===== config.mk =====
export PLATFORM = sky130hd
export DESIGN_NAME = mem_port_arbiter
export DESIGN_NICKNAME = d
export VERILOG_FILES = /design/src/rtl/mem_arb_pkg.sv /design/src/rtl/rr_arb2.sv /design/src/rtl/mem_port_arbiter.sv
export SDC_FILE = /design/constraint.sdc
export NUM_CORES = 1
export LEC_CHECK = 0
export CORE_MARGIN = 2
export CORE_UTILIZATION = 42
export DETAILED_ROUTE_END_ITERATION = 8
export PLACE_DENSITY_LB_ADDON = 0.3
export SKIP_CTS_REPAIR_TIMING = 1
export SLEW_MARGIN = 10
export SYNTH_ARGS = -nofsm -noshare
export SYNTH_HDL_FRONTEND = slang
export SYNTH_SLANG_ARGS = --single-unit

===== constraint.sdc =====
create_clock -name clk -period 3.75 [get_ports clk]
set_input_delay 0.9375 -clock clk [delete_from_list [all_inputs] [get_ports clk]]
set_output_delay 0.9375 -clock clk [all_outputs]
set_load 0.03 [all_outputs]

===== src/rtl/mem_arb_pkg.sv =====
// mem_arb_pkg: shared state encoding and port indices for the memory port arbiter
package mem_arb_pkg;
   typedef enum logic {ST_IDLE = 1'b0, ST_BUSY = 1'b1} state_t;
   localparam logic PORT_CU  = 1'b0;
   localparam logic PORT_LDR = 1'b1;
endpackage


===== src/rtl/rr_arb2.sv =====
// rr_arb2: combinational two-way round-robin pick from eligibility bits and the last winner
module rr_arb2
   import mem_arb_pkg::*;
(
   input  logic [1:0] elig,
   input  logic       last_grant,
   output logic       grant_valid,
   output logic       grant_idx
);
   // both eligible: the port that did not win last time; otherwise the lone eligible port
   always_comb begin
      grant_valid = |elig;
      grant_idx   = &elig ? ~last_grant : elig[PORT_LDR];
   end
endmodule


===== src/rtl/mem_port_arbiter.sv =====
// mem_port_arbiter: round-robin sharing of a single-port memory between ControlUnit and loader, with ready timeout
module mem_port_arbiter
   import mem_arb_pkg::*;
#(
   parameter int ADDR_W  = 16,
   parameter int DATA_W  = 16,
   parameter int TIMEOUT = 255,
   parameter int CNT_W   = 8
) (
   input  logic              clk,
   input  logic              reset,
   input  logic              req0,
   input  logic              req1,
   input  logic              we0,
   input  logic              we1,
   input  logic [ADDR_W-1:0] addr0,
   input  logic [ADDR_W-1:0] addr1,
   input  logic [DATA_W-1:0] wdata0,
   input  logic [DATA_W-1:0] wdata1,
   output logic              ack0,
   output logic              ack1,
   output logic              err0,
   output logic              err1,
   output logic [DATA_W-1:0] rdata0,
   output logic [DATA_W-1:0] rdata1,
   output logic              mem_req,
   output logic              mem_w,
   output logic [ADDR_W-1:0] mem_addr,
   output logic [DATA_W-1:0] mem_wdata,
   input  logic [DATA_W-1:0] mem_rdata,
   input  logic              mem_ready
);
   localparam logic             TO_EN   = TIMEOUT != 0;
   localparam logic [CNT_W-1:0] TO_LAST = CNT_W'(TIMEOUT == 0 ? 0 : TIMEOUT - 1);

   state_t           state, state_nxt;
   logic             last_grant, grant_valid, grant_idx;
   logic             grant_fire, done_ok, done_to, done;
   logic [CNT_W-1:0] cnt;
   logic [1:0]       elig;

   // a port is not eligible in its own ack cycle, giving the requester time to drop req
   assign elig = {req1 & ~ack1, req0 & ~ack0};
   assign done = done_ok | done_to;

   rr_arb2 u_rr (
      .elig        (elig),
      .last_grant  (last_grant),
      .grant_valid (grant_valid),
      .grant_idx   (grant_idx)
   );

   // grant in IDLE; in BUSY finish on mem_ready, which takes precedence over the timeout
   always_comb begin
      grant_fire = state == ST_IDLE && grant_valid;
      done_ok    = state == ST_BUSY && mem_ready;
      done_to    = state == ST_BUSY && !mem_ready && TO_EN && cnt == TO_LAST;
      state_nxt  = grant_fire ? ST_BUSY : (done_ok || done_to) ? ST_IDLE : state;
   end

   // state register
   always_ff @(posedge clk or posedge reset) begin
      if (reset) state <= ST_IDLE;
      else       state <= state_nxt;
   end

   // transaction latch, completion pulses, read data capture and wait counter
   always_ff @(posedge clk or posedge reset) begin
      if (reset) begin
         last_grant <= PORT_LDR;
         ack0       <= 1'b0;
         ack1       <= 1'b0;
         err0       <= 1'b0;
         err1       <= 1'b0;
         rdata0     <= '0;
         rdata1     <= '0;
         mem_req    <= 1'b0;
         mem_w      <= 1'b0;
         mem_addr   <= '0;
         mem_wdata  <= '0;
         cnt        <= '0;
      end else begin
         ack0 <= done && last_grant == PORT_CU;
         ack1 <= done && last_grant == PORT_LDR;
         err0 <= done_to && last_grant == PORT_CU;
         err1 <= done_to && last_grant == PORT_LDR;
         if (grant_fire) begin
            last_grant <= grant_idx;
            mem_req    <= 1'b1;
            mem_w      <= grant_idx ? we1 : we0;
            mem_addr   <= grant_idx ? addr1 : addr0;
            mem_wdata  <= grant_idx ? wdata1 : wdata0;
            cnt        <= '0;
         end else if (done) begin
            mem_req <= 1'b0;
            mem_w   <= 1'b0;
            if (last_grant == PORT_CU && (done_to || !mem_w))  rdata0 <= done_to ? '0 : mem_rdata;
            if (last_grant == PORT_LDR && (done_to || !mem_w)) rdata1 <= done_to ? '0 : mem_rdata;
         end else if (state == ST_BUSY && !(&cnt)) begin
            cnt <= cnt + 1'b1;
         end
      end
   end
endmodule


# [Word-level counts from Yosys, hierarchy flattened]
# Cells that the tools add are included.
[totals] romBits=0 mem_count=0 in_bits=87 register_bits=80 ram_bits=0 output_inout_bits=70 latch_bits=0 word_cells=62
[op_classes] bitwise_logic=8 add_sub_neg=1 n_eq_ne=2 div_mod_pow=0 multipliers=0 n_lt_le_gt_ge=0 shift=0 reduce_logical=25 muxes=13
[op_table] operator="$mux W16" n=3
[op_table] operator="$mux W8" n=3
[op_table] operator="$logic_and A1 B1 Y1" n=11
[op_table] operator="$add A8 B1 Y8 const B" n=1
[op_table] operator="$eq A8 B8 Y1 const B" n=1
[op_table] operator="$reduce_and A8 Y1" n=1
[op_table] operator="$mux W1" n=7
[op_table] operator="$reduce_and A3 Y1" n=2
[op_table] operator="$reduce_bool A2 Y1" n=3
[op_table] operator="$not A1 Y1" n=5
[op_table] operator="$reduce_and A2 Y1" n=2
[op_table] operator="$logic_not A1 Y1" n=3
[op_table] operator="$and A1 B1 Y1" n=2
[op_table] operator="$logic_or A1 B1 Y1" n=2
[op_table] operator="$ne A2 B2 Y1 const B" n=1
[op_table] operator="$reduce_or A2 Y1" n=1
[op_table] operator="$or A1 B1 Y1" n=1

# [Logic depth before layout (Yosys ltp)]
# Gate-level depths: netlist of the first run.
[logic_depth] ltp_word=6 ltp_mapped=7 depth_no_buf=6

# [By module]
# From an unflattened synthesis of the first run, not the netlist that was laid out.
[unflattened] hier_cells=286 hier_area_um2=3404.5
[by_module_without_submodules] module="mem_port_arbiter" cells_each=284 seq_area_each_um2=1978.1 area_each_um2=3390.8 n_inst=1
[by_module_without_submodules] module="rr_arb2" cells_each=2 seq_area_each_um2=0.0 area_each_um2=13.8 n_inst=1

# [Least setup slack after synthesis of the first run]
# Ideal clock, no wire load.
[synth_path] kind="input -> register" from="input mem_ready" to="register rdata0[0]" required_time_ns=3.629 n_path_buf=1 setup_slack_ns=1.814 arrival_ns=1.815 setup_ns=0.121 path_stages=5 path_cell_list="nand2b_1 o31ai_4 nand3_4 buf_6 a22o_1"
[synth_between] elab_chain_len=6 word_cells_on_any_way=9 classes_between="mux: 1; bitwise: 1; reduce/logical: 7"
[synth_lines] item="start, declared" line="mem_port_arbiter.sv:31" source="input logic mem_ready"
[synth_lines] item="$logic_not A1 Y1" line="mem_port_arbiter.sv:57" source="done_to = state == ST_BUSY && !mem_ready && TO_EN && cnt == TO_LAST;"
[synth_lines] item="$logic_and A1 B1 Y1 (2 in a row)" line="mem_port_arbiter.sv:57"
[synth_lines] item="$logic_or A1 B1 Y1" line="mem_port_arbiter.sv:97" source="if (last_grant == PORT_CU && (done_to || !mem_w)) rdata0 <= done_to ? '0 : mem_rdata;"
[synth_lines] item="$logic_and A1 B1 Y1" line="mem_port_arbiter.sv:97"
[synth_lines] item="$reduce_and A3 Y1 (no line)"
[synth_lines] item="end signal, assigned" line="mem_port_arbiter.sv:97"
[synth_lines] item="end, declared" line="mem_port_arbiter.sv:24" source="output logic [DATA_W-1:0] rdata0,"
# Several ways; a longest one is shown, not always the timed one.
# A chain may end at the register's enable or synchronous reset.

==> results, run 1 <==
- The internal power is 2.54 mW.
- Between clock sinks in the finished design, the worst skew comes to ~10 ps.
- The fmax is just over 400 MHz.
- The worst hold path class is reg2reg.
- For this run, the leading register cell type out of synthesis is sky130_fd_sc_hd__dfrtp_1.
- The average wire per cell in the routed design is approximately 15 um.
- The portion of synthesized cell area occupied by the leading cell type is 0.562.
- The first routing iteration left between 70 and 80 violations.
- The sort of element at the end of the critical path is a primary output.
- The highest-delay cell along the critical path is sky130_fd_sc_hd__clkdlybuf4s50_1.
- The number of vias after detailed routing is 2821.
- The number of library cell types mapped by synthesis is 39.
- The count of final hold-check violations was 0.
- For this configuration, the core starts out at a cell density of 0.427.
- Setup repair after global routing left no endpoint under its margin.
- Of the total power, the share spent switching nets is 0.422.
- The maximum single-stage delay on the critical path is roughly 740 ps.
- Routability-driven placement finished with a final weighted congestion of 0.825.
- The arrival time of the worst setup path is around 1600 ps.
- STA puts the critical path data required time at 2810 ps.
- The critical path goes through clkdlybuf4s50_1.
- The post-synthesis net count is approximately 380.
- The area of the mapped netlist is 3470 um^2.
- Ranked by instance count, the synthesized netlist is headed by sky130_fd_sc_hd__dfrtp_1, sky130_fd_sc_hd__nand2_1, sky130_fd_sc_hd__mux2i_1.
- The detailed-route wire length is ~8400 um.
- Pin placement for this block handled approximately 160 I/O pins.
- The clock drives 79 sinks.
- The share of the clock period used by the worst path is 0.662.
- The met3 wire length is roughly 820 um.
- The number of nets in the finished design is roughly 540.
- The synthesized design contains 0 enable-type register cells.
- The start point of the worst min-delay path is mem_addr[11].
- Entering global routing, the biggest net connects 52 pins.
- The run finished with clean final reports.
- The largest voltage drop on the vdd net is 0.332 mV.
- The clock latency at the later pin of the worst-skew pair is about 340 ps.
- The floorplan row count is 33.
- The count of TritonRoute iterations in the first routing pass is 4.
- The worst relative slew slack is 0.411.
- The detailed-route wire length on metal 1 is ~3700 um.
- After detailed routing, the number of remaining DRC violations is 0.
- The leftover overflow at the end of global routing is 0.
- The sequential element share of the synthesized area is 0.570.
- The chip width is about 95 um.
- The fraction of the core area covered by cells at the end of the flow is 0.654.
- The vertical die dimension is between 90 and 100 um.
- In this run the deepest clock path goes through 2 buffers.
- The leading area contributor after synthesis is sky130_fd_sc_hd__dfrtp_1.
- The count of nets left with antenna violations once routing finished came out at 0.
- The routed wire length on met2 is around 3800 um.
- The average cell area after synthesis is roughly 12 um^2.
- The power density over cell area is 827 nW/um^2.
- For this design the total switching power over the nets is 1.86 mW.
- Setup violations remaining at the end of the flow were counted as 0.
- Detailed placement ended at an HPWL of 6180 um.
- The transition time at the pin with the least slew margin is ~880 ps.
- The root buffer cell chosen for the clock tree is sky130_fd_sc_hd__clkbuf_8.
- The core region is 8130 um^2.
- Of the total power, the clock network draws 0.149.
- The analysis attributes to cell leakage a power of between 2 and 2.5 nW.
- By area the synthesized netlist is led by sky130_fd_sc_hd__dfrtp_1, sky130_fd_sc_hd__mux2i_1, sky130_fd_sc_hd__a22o_1.
- After synthesis the netlist holds a flip-flop and latch count of 79.
- TritonCTS built the clock tree.
- The wire length of the first global-routing pass is 13500 um.
- Tracing the worst setup path back leads to its startpoint at state.
- The sequential power share is 0.328.
- The cell count after synthesis is around 290.
- The H-tree was split into 3 levels.
- After detailed routing, the number of vias per cell comes to between 5 and 6.
- The post-route minimum period is about 2500 ps.
- The number of global-route vias before repair is 2781.
- The worst setup path is launched from a flop.
- The number of warnings issued by yosys is 0.
- Input and output buffers added on the ports amount to 156.
- The startpoint of the lowest-slack register-to-register path is cnt[0].
- For this run, asynchronously set or reset flops after synthesis account for 1.00.
- Among cell families on the critical path, the largest total delay comes from buffers and inverters.
- The max-capacitance violation count is 0.
- By instance count, the leading cell after synthesis is sky130_fd_sc_hd__dfrtp_1.
- Relative to the synthesized area, the layout overhead comes to 53.2%.
- The final instance area is 5320 um^2.
- Counting both buffers and inverters, the worst setup path holds a total of 1.
- The setup total negative slack is 0 ps.
- The detailed router used layers up to and including met4.
- The number of antenna violations at the first check in global routing came to 0.
- The area enclosed by the die boundary is ~9000 um^2.
- The maximum fanout count along the critical path is 8.
- The start-to-end type of the worst setup path is reg2out.
- Across every metal layer, demand over resource in global routing totals 0.195.
- Of the cells placed in the final design, the portion with a size suffix greater than 1 is 0.0953.
- The number of antenna diodes is 0.
- The clock-pin slew on the worst setup and hold paths is 80 ps.
- The max-slew violation count is 0.
- Of the total power, combinational logic draws 0.522.
- The post-place instance area is roughly 5100 um^2.
- The number of clock buffers added by TritonCTS is 9.
==> final cells by class <==
| class | count | area [um^2] |
|---|---|---|
| Clock buffer | 9 | 124 |
| Multi-Input combinational cell | 189 | 1370 |
| Inverter | 4 | 16.3 |
| Tap cell | 105 | 131 |
| Clock inverter | 7 | 86.3 |
| Timing Repair Buffer | 163 | 1610 |
| Fill cell | 664 | 2810 |
| Sequential cell | 79 | 1980 |
==> flip-flops by register name (all words and copies together), names as in the netlist, 8 cells and up <==
signal     cells
mem_addr      16
rdata0        16
mem_wdata     16
cnt            8
rdata1        16
==> cell families (layout without fill, tap and decap cells) <==
kind of cell	count (synthesis)	count (layout)	synth area share
xor+xnor	1	1	0.00252
flops	79	79	0.570
fa+ha+maj	2	2	0.00720
compound gates	82	82	0.174
buf+inv	21	183	0.0393
mux	35	35	0.101
simple gates	69	69	0.106
==> routing by layer <==
metal | track usage | vias up
met1 | 0.258 | 1303
met2 | 0.301 | 134
met5 | 0 | -
met3 | 0.0583 | 10
met4 | 0.0773 | 0
li1 | - | 1374
==> per-stage QoR <==
| stage | hold slack, ps | total power, mW | std cells | setup WS (ps) |
|---|---|---|---|---|
| 2_1_floorplan | 496 | 2.81 | 289 | 791 |
| 3_3_place_gp | 466 | 3.74 | 540 | 1090 |
| 3_5_place_dp | 470 | 3.78 | 540 | 1070 |
| 4_1_cts | 490 | 4.45 | 556 | 1250 |
| 5_1_grt | 520 | 4.68 | 556 | 1200 |
| 6_report | 481 | 4.40 | 556 | 1270 |
==> placed cells by master (no fill, tap or decap), drive strengths merged, types with 2 or more instances in the layout <==
cell type	instances
clkbuf	9
o31ai	5
a22o	32
nor4	2
nand2	38
inv	7
nand3	9
mux2i	35
dfrtp	78
buf	7
and2	4
clkinv	2
or3	2
nand2b	4
o21ai	36
clkdlybuf4s50	156
ha	2
nor2	3
nand4	3
o211ai	4
==> power groups by stage <==
stage	sequential (mW)	combinational [mW]	clock, mW
final	1.44	2.30	0.657
after global routing	1.50	2.47	0.718
after CTS	1.45	2.33	0.676
after detailed placement	1.46	2.32	0
after global placement	1.46	2.29	0
after floorplan	2.13	0.685	0
==> final timing paths <==
check	to	slack, ps	cells past startpoint
setup / recovery	mem_req	1270	1
hold / removal	mem_addr[11]	480	2
setup reg to reg	rdata1[3]	1850	6
hold reg to reg	mem_addr[11]	480	2
max in group asynchronous	last_grant	1900	3
min in group asynchronous	rdata0[12]	1070	2
Power figures use the tool's default switching activity.
==> run 2: changes to the inputs <==
==> constraint.sdc (replaced) <==
create_clock -name clk -period 2.5 [get_ports clk]
set_input_delay 0.625 -clock clk [delete_from_list [all_inputs] [get_ports clk]]
set_output_delay 0.625 -clock clk [all_outputs]
set_load 0.03 [all_outputs]
==> run 2 against run 1 <==
  * Critical path depth unchanged
  * Cell count is 0.18% lower
  * Utilization up 0.78 points
  * Count of clock-buffer cells in the layout grew 1
  * Global-route usage increased by 0.14 points
  * Clock power up 61%
  * First-iteration DRC count is 9.5% higher
  * Hold slack improved by 3.4 ps
  * Via count decreased by 0.50%
  * Worst setup slack worse by 950 ps
==> results, run 2 (synthesis results as in run 1) <==
- The flow ran to the end, and the final reports show no timing, DRC or antenna violations.
- TritonCTS built the clock tree.
- The critical path is of the reg2out type.
- The congestion estimate from routability-driven global placement came to 0.801.
- The worst register-to-register path begins at cnt[0].
- Using the TritonRoute via totals, the vias-per-cell ratio works out to slightly above 5.
- The worst register-to-register path has a depth of 6.
- The remaining number of nets flagged by the antenna check after routing is 0.
- The first detailed-routing pass ran for 4 iterations.
- The die covers between 9000 and 10000 um^2.
- The endpoint identified for the worst register-to-register timing path is rdata1[4].
- After the last flow step, the layout net total stands at about 530.
- In this run the static leakage power is 2.39 nW.
- Setup violations remaining at the end of the flow were counted as 0.
- Once placement completed, the tool counted placed cells totaling 539.
- In this run the number of H-tree levels came out at 3.
- The floorplan row count is 33.
- The routed design has ~8400 um of wire.
- The maximum single-stage delay on the critical path is approximately 740 ps.
- The post-route DRC violation count is 0.
- Walking the worst path, the cells encountered are clkdlybuf4s50_1.
- The internal power is 3.97 mW.
- Clock latency on the worst-skew pair, taken at its later pin, is approximately 350 ps.
- Dividing the detail-routed wire length by the instance count gives 15.1 um.
- The maximum number of buffers from clock root to sink is 2.
- The clock net sink count is 79.
- The transition time at the pin with the least slew margin is ~540 ps.
- The worst path setup slack after routing is approximately 320 ps.
- The sort of element at the end of the critical path is a primary output.
- The worst hold path passes through 2 cells.
- The number of global-route vias before repair came to 2749.
- Pin placement for this block handled approximately 160 I/O pins.
- The max-slew violation count is 0.
- The worst hold slack across all endpoints is 484 ps.
- During placement, the flow inserted port buffers numbering around 160.
- The launching element type of the critical path is a flop.
- The start point of the worst min-delay path is mem_addr[11].
- Counting both buffers and inverters, the worst setup path holds a total of 1.
- The sequential power share is 0.323.
- The most common library cell in the layout ignoring fill and taps is sky130_fd_sc_hd__clkdlybuf4s50_1.
- The min-delay analysis places its worst path in the category reg2reg.
- In the finished design, the share of the clock period the worst path needs comes to 0.874.
- The setup slack on the worst flop-to-flop path is around 630 ps.
- Clock-pin slew was measured on the worst setup and hold paths at ~80 ps.
- The area growth from synthesis to final layout is 55.0%.
- The clock arrives with around 10 ps of skew.
- The number of fill cells is about 670.
- The post-route total power is 6.72 mW.
- In the final layout, the multi-input gates occupy around 1400 um^2.
- For this run the aggregate overflow at the end of global routing stands at 0.
- The number of vias after detailed routing is between 2000 and 3000.
- For this run, the total global-route usage over all layers was measured as 0.196.
- Entering global routing, the biggest net connects 80 pins.
- Measured along the x axis, the die boundary spans 94.9 um.
- Data arrives at the worst endpoint at 1560 ps.
- The required time at the endpoint of the critical path is about 1900 ps.
- The cell at the root of the clock tree is sky130_fd_sc_hd__clkbuf_8.
- The number of antenna violations at the first check in global routing is 0.
- The total CTS buffers is 9.
- Timing would allow up to ~460 MHz.
- The proportion of layout cells with a drive suffix above 1 is 0.0933.
- The effective utilization at floorplan is 0.427.
- For this block, the initial DRC count from the detailed router was between 80 and 90.
- The estimated wirelength of the detail-placed design is about 6200 um.
- Leaving out fill and tap cells, the most frequent cells in the layout are sky130_fd_sc_hd__clkdlybuf4s50_1, sky130_fd_sc_hd__dfrtp_1, sky130_fd_sc_hd__nand2_1.
- The net switching power is between 2 and 3 mW.
- The critical path's top delay family is buffers and inverters.
- The switching portion of total power is 0.409.
- 0 antenna diodes ended up in the layout.
- The wire length of the first global-routing pass is 13500 um.
- Across the run, the number of max-cap violations was 0.
- The area of the core is a little over 8000 um^2.
- The combinational power share is 0.519.
- The post-route minimum period is 2180 ps.
- After routing, the total negative slack on setup checks comes to 0 ps.
- Of the total power, the clock network draws 0.158.
- The count of final hold-check violations came to 0.
- Setup repair after global routing left no endpoint under its margin.
- The worst relative slew slack is 0.641.
- The worst hold endpoint is mem_addr[11].
- On the critical path, the stage with the largest delay is an instance of sky130_fd_sc_hd__clkdlybuf4s50_1.
- The sequential cell area in the final layout is 1980 um^2.
- The vertical die dimension is 94.9 um.
- Power spread over the standard cell area amounts to ~1200 nW/um^2.
- The maximum fanout count along the critical path is 8.
- The largest voltage drop on the vdd net is ~0.54 mV.
- The final cell count without fillers is roughly 560.
- The pre-CTS worst setup slack is 232 ps.
-- run 2: cell types whose count changed in the layout (fill, tap and decap cells not counted), sizes merged --
cell	change
buf	-1
inv	-3
bufinv	+1
clkinv	+1
clkbuf	+1
-- run 2: worst max-delay path by stage --
stage | start | to | cells past startpoint
floorplan | mem_ready | rdata0[0] | 5
global placement | mem_ready | rdata0[11] | 5
detailed placement | mem_ready | rdata0[15] | 5
CTS | state | mem_req | 1
global route | state | mem_req | 1
finish | state | mem_req | 1
-- run 2: area by class of cell --
type                            count  share of cell area
Multi-Input combinational cell    189               0.255
Timing Repair Buffer              162               0.308
Tap cell                          105              0.0244
Inverter                            4             0.00349
Clock buffer                       10              0.0256
Sequential cell                    79               0.367
Clock inverter                      6              0.0170
-- run 2: power groups by stage --
stage	Clock (mW)	Sequential (mW)	Combinational (mW)
detailed placement	0	2.20	3.52
global placement	0	2.18	3.46
finish	1.06	2.17	3.49
global route	1.14	2.25	3.73
floorplan	0	3.19	1.03
CTS	1.08	2.18	3.53
-- run 2: metrics by stage --
stage	instance area, um^2	utilization
floorplan	3480	-
global placement	5160	0.634
detailed placement	5160	0.634
CTS	5390	0.662
global route	5390	0.662
finish	5390	0.662
-- run 2: per-layer routing --
layer	global-route usage	part of all wire	vias to the layer above
met5	0	0	-
met4	0.0543	0.0075	0
met3	0.0862	0.11	6
met2	0.307	0.47	139
met1	0.249	0.41	1291
li1	-	-	1371
==> run 3: changes to the inputs <==
--- a/config.mk
+++ b/config.mk
@@ -5,6 +5,7 @@
 export SDC_FILE = /design/constraint.sdc
 export NUM_CORES = 1
 export LEC_CHECK = 0
+export ABC_CLOCK_PERIOD_IN_PS = 2500
 export CORE_MARGIN = 2
 export CORE_UTILIZATION = 42
 export DETAILED_ROUTE_END_ITERATION = 8
==> results of run 3 <==
Final layout, timing and power as in run 2 (identical DEF).
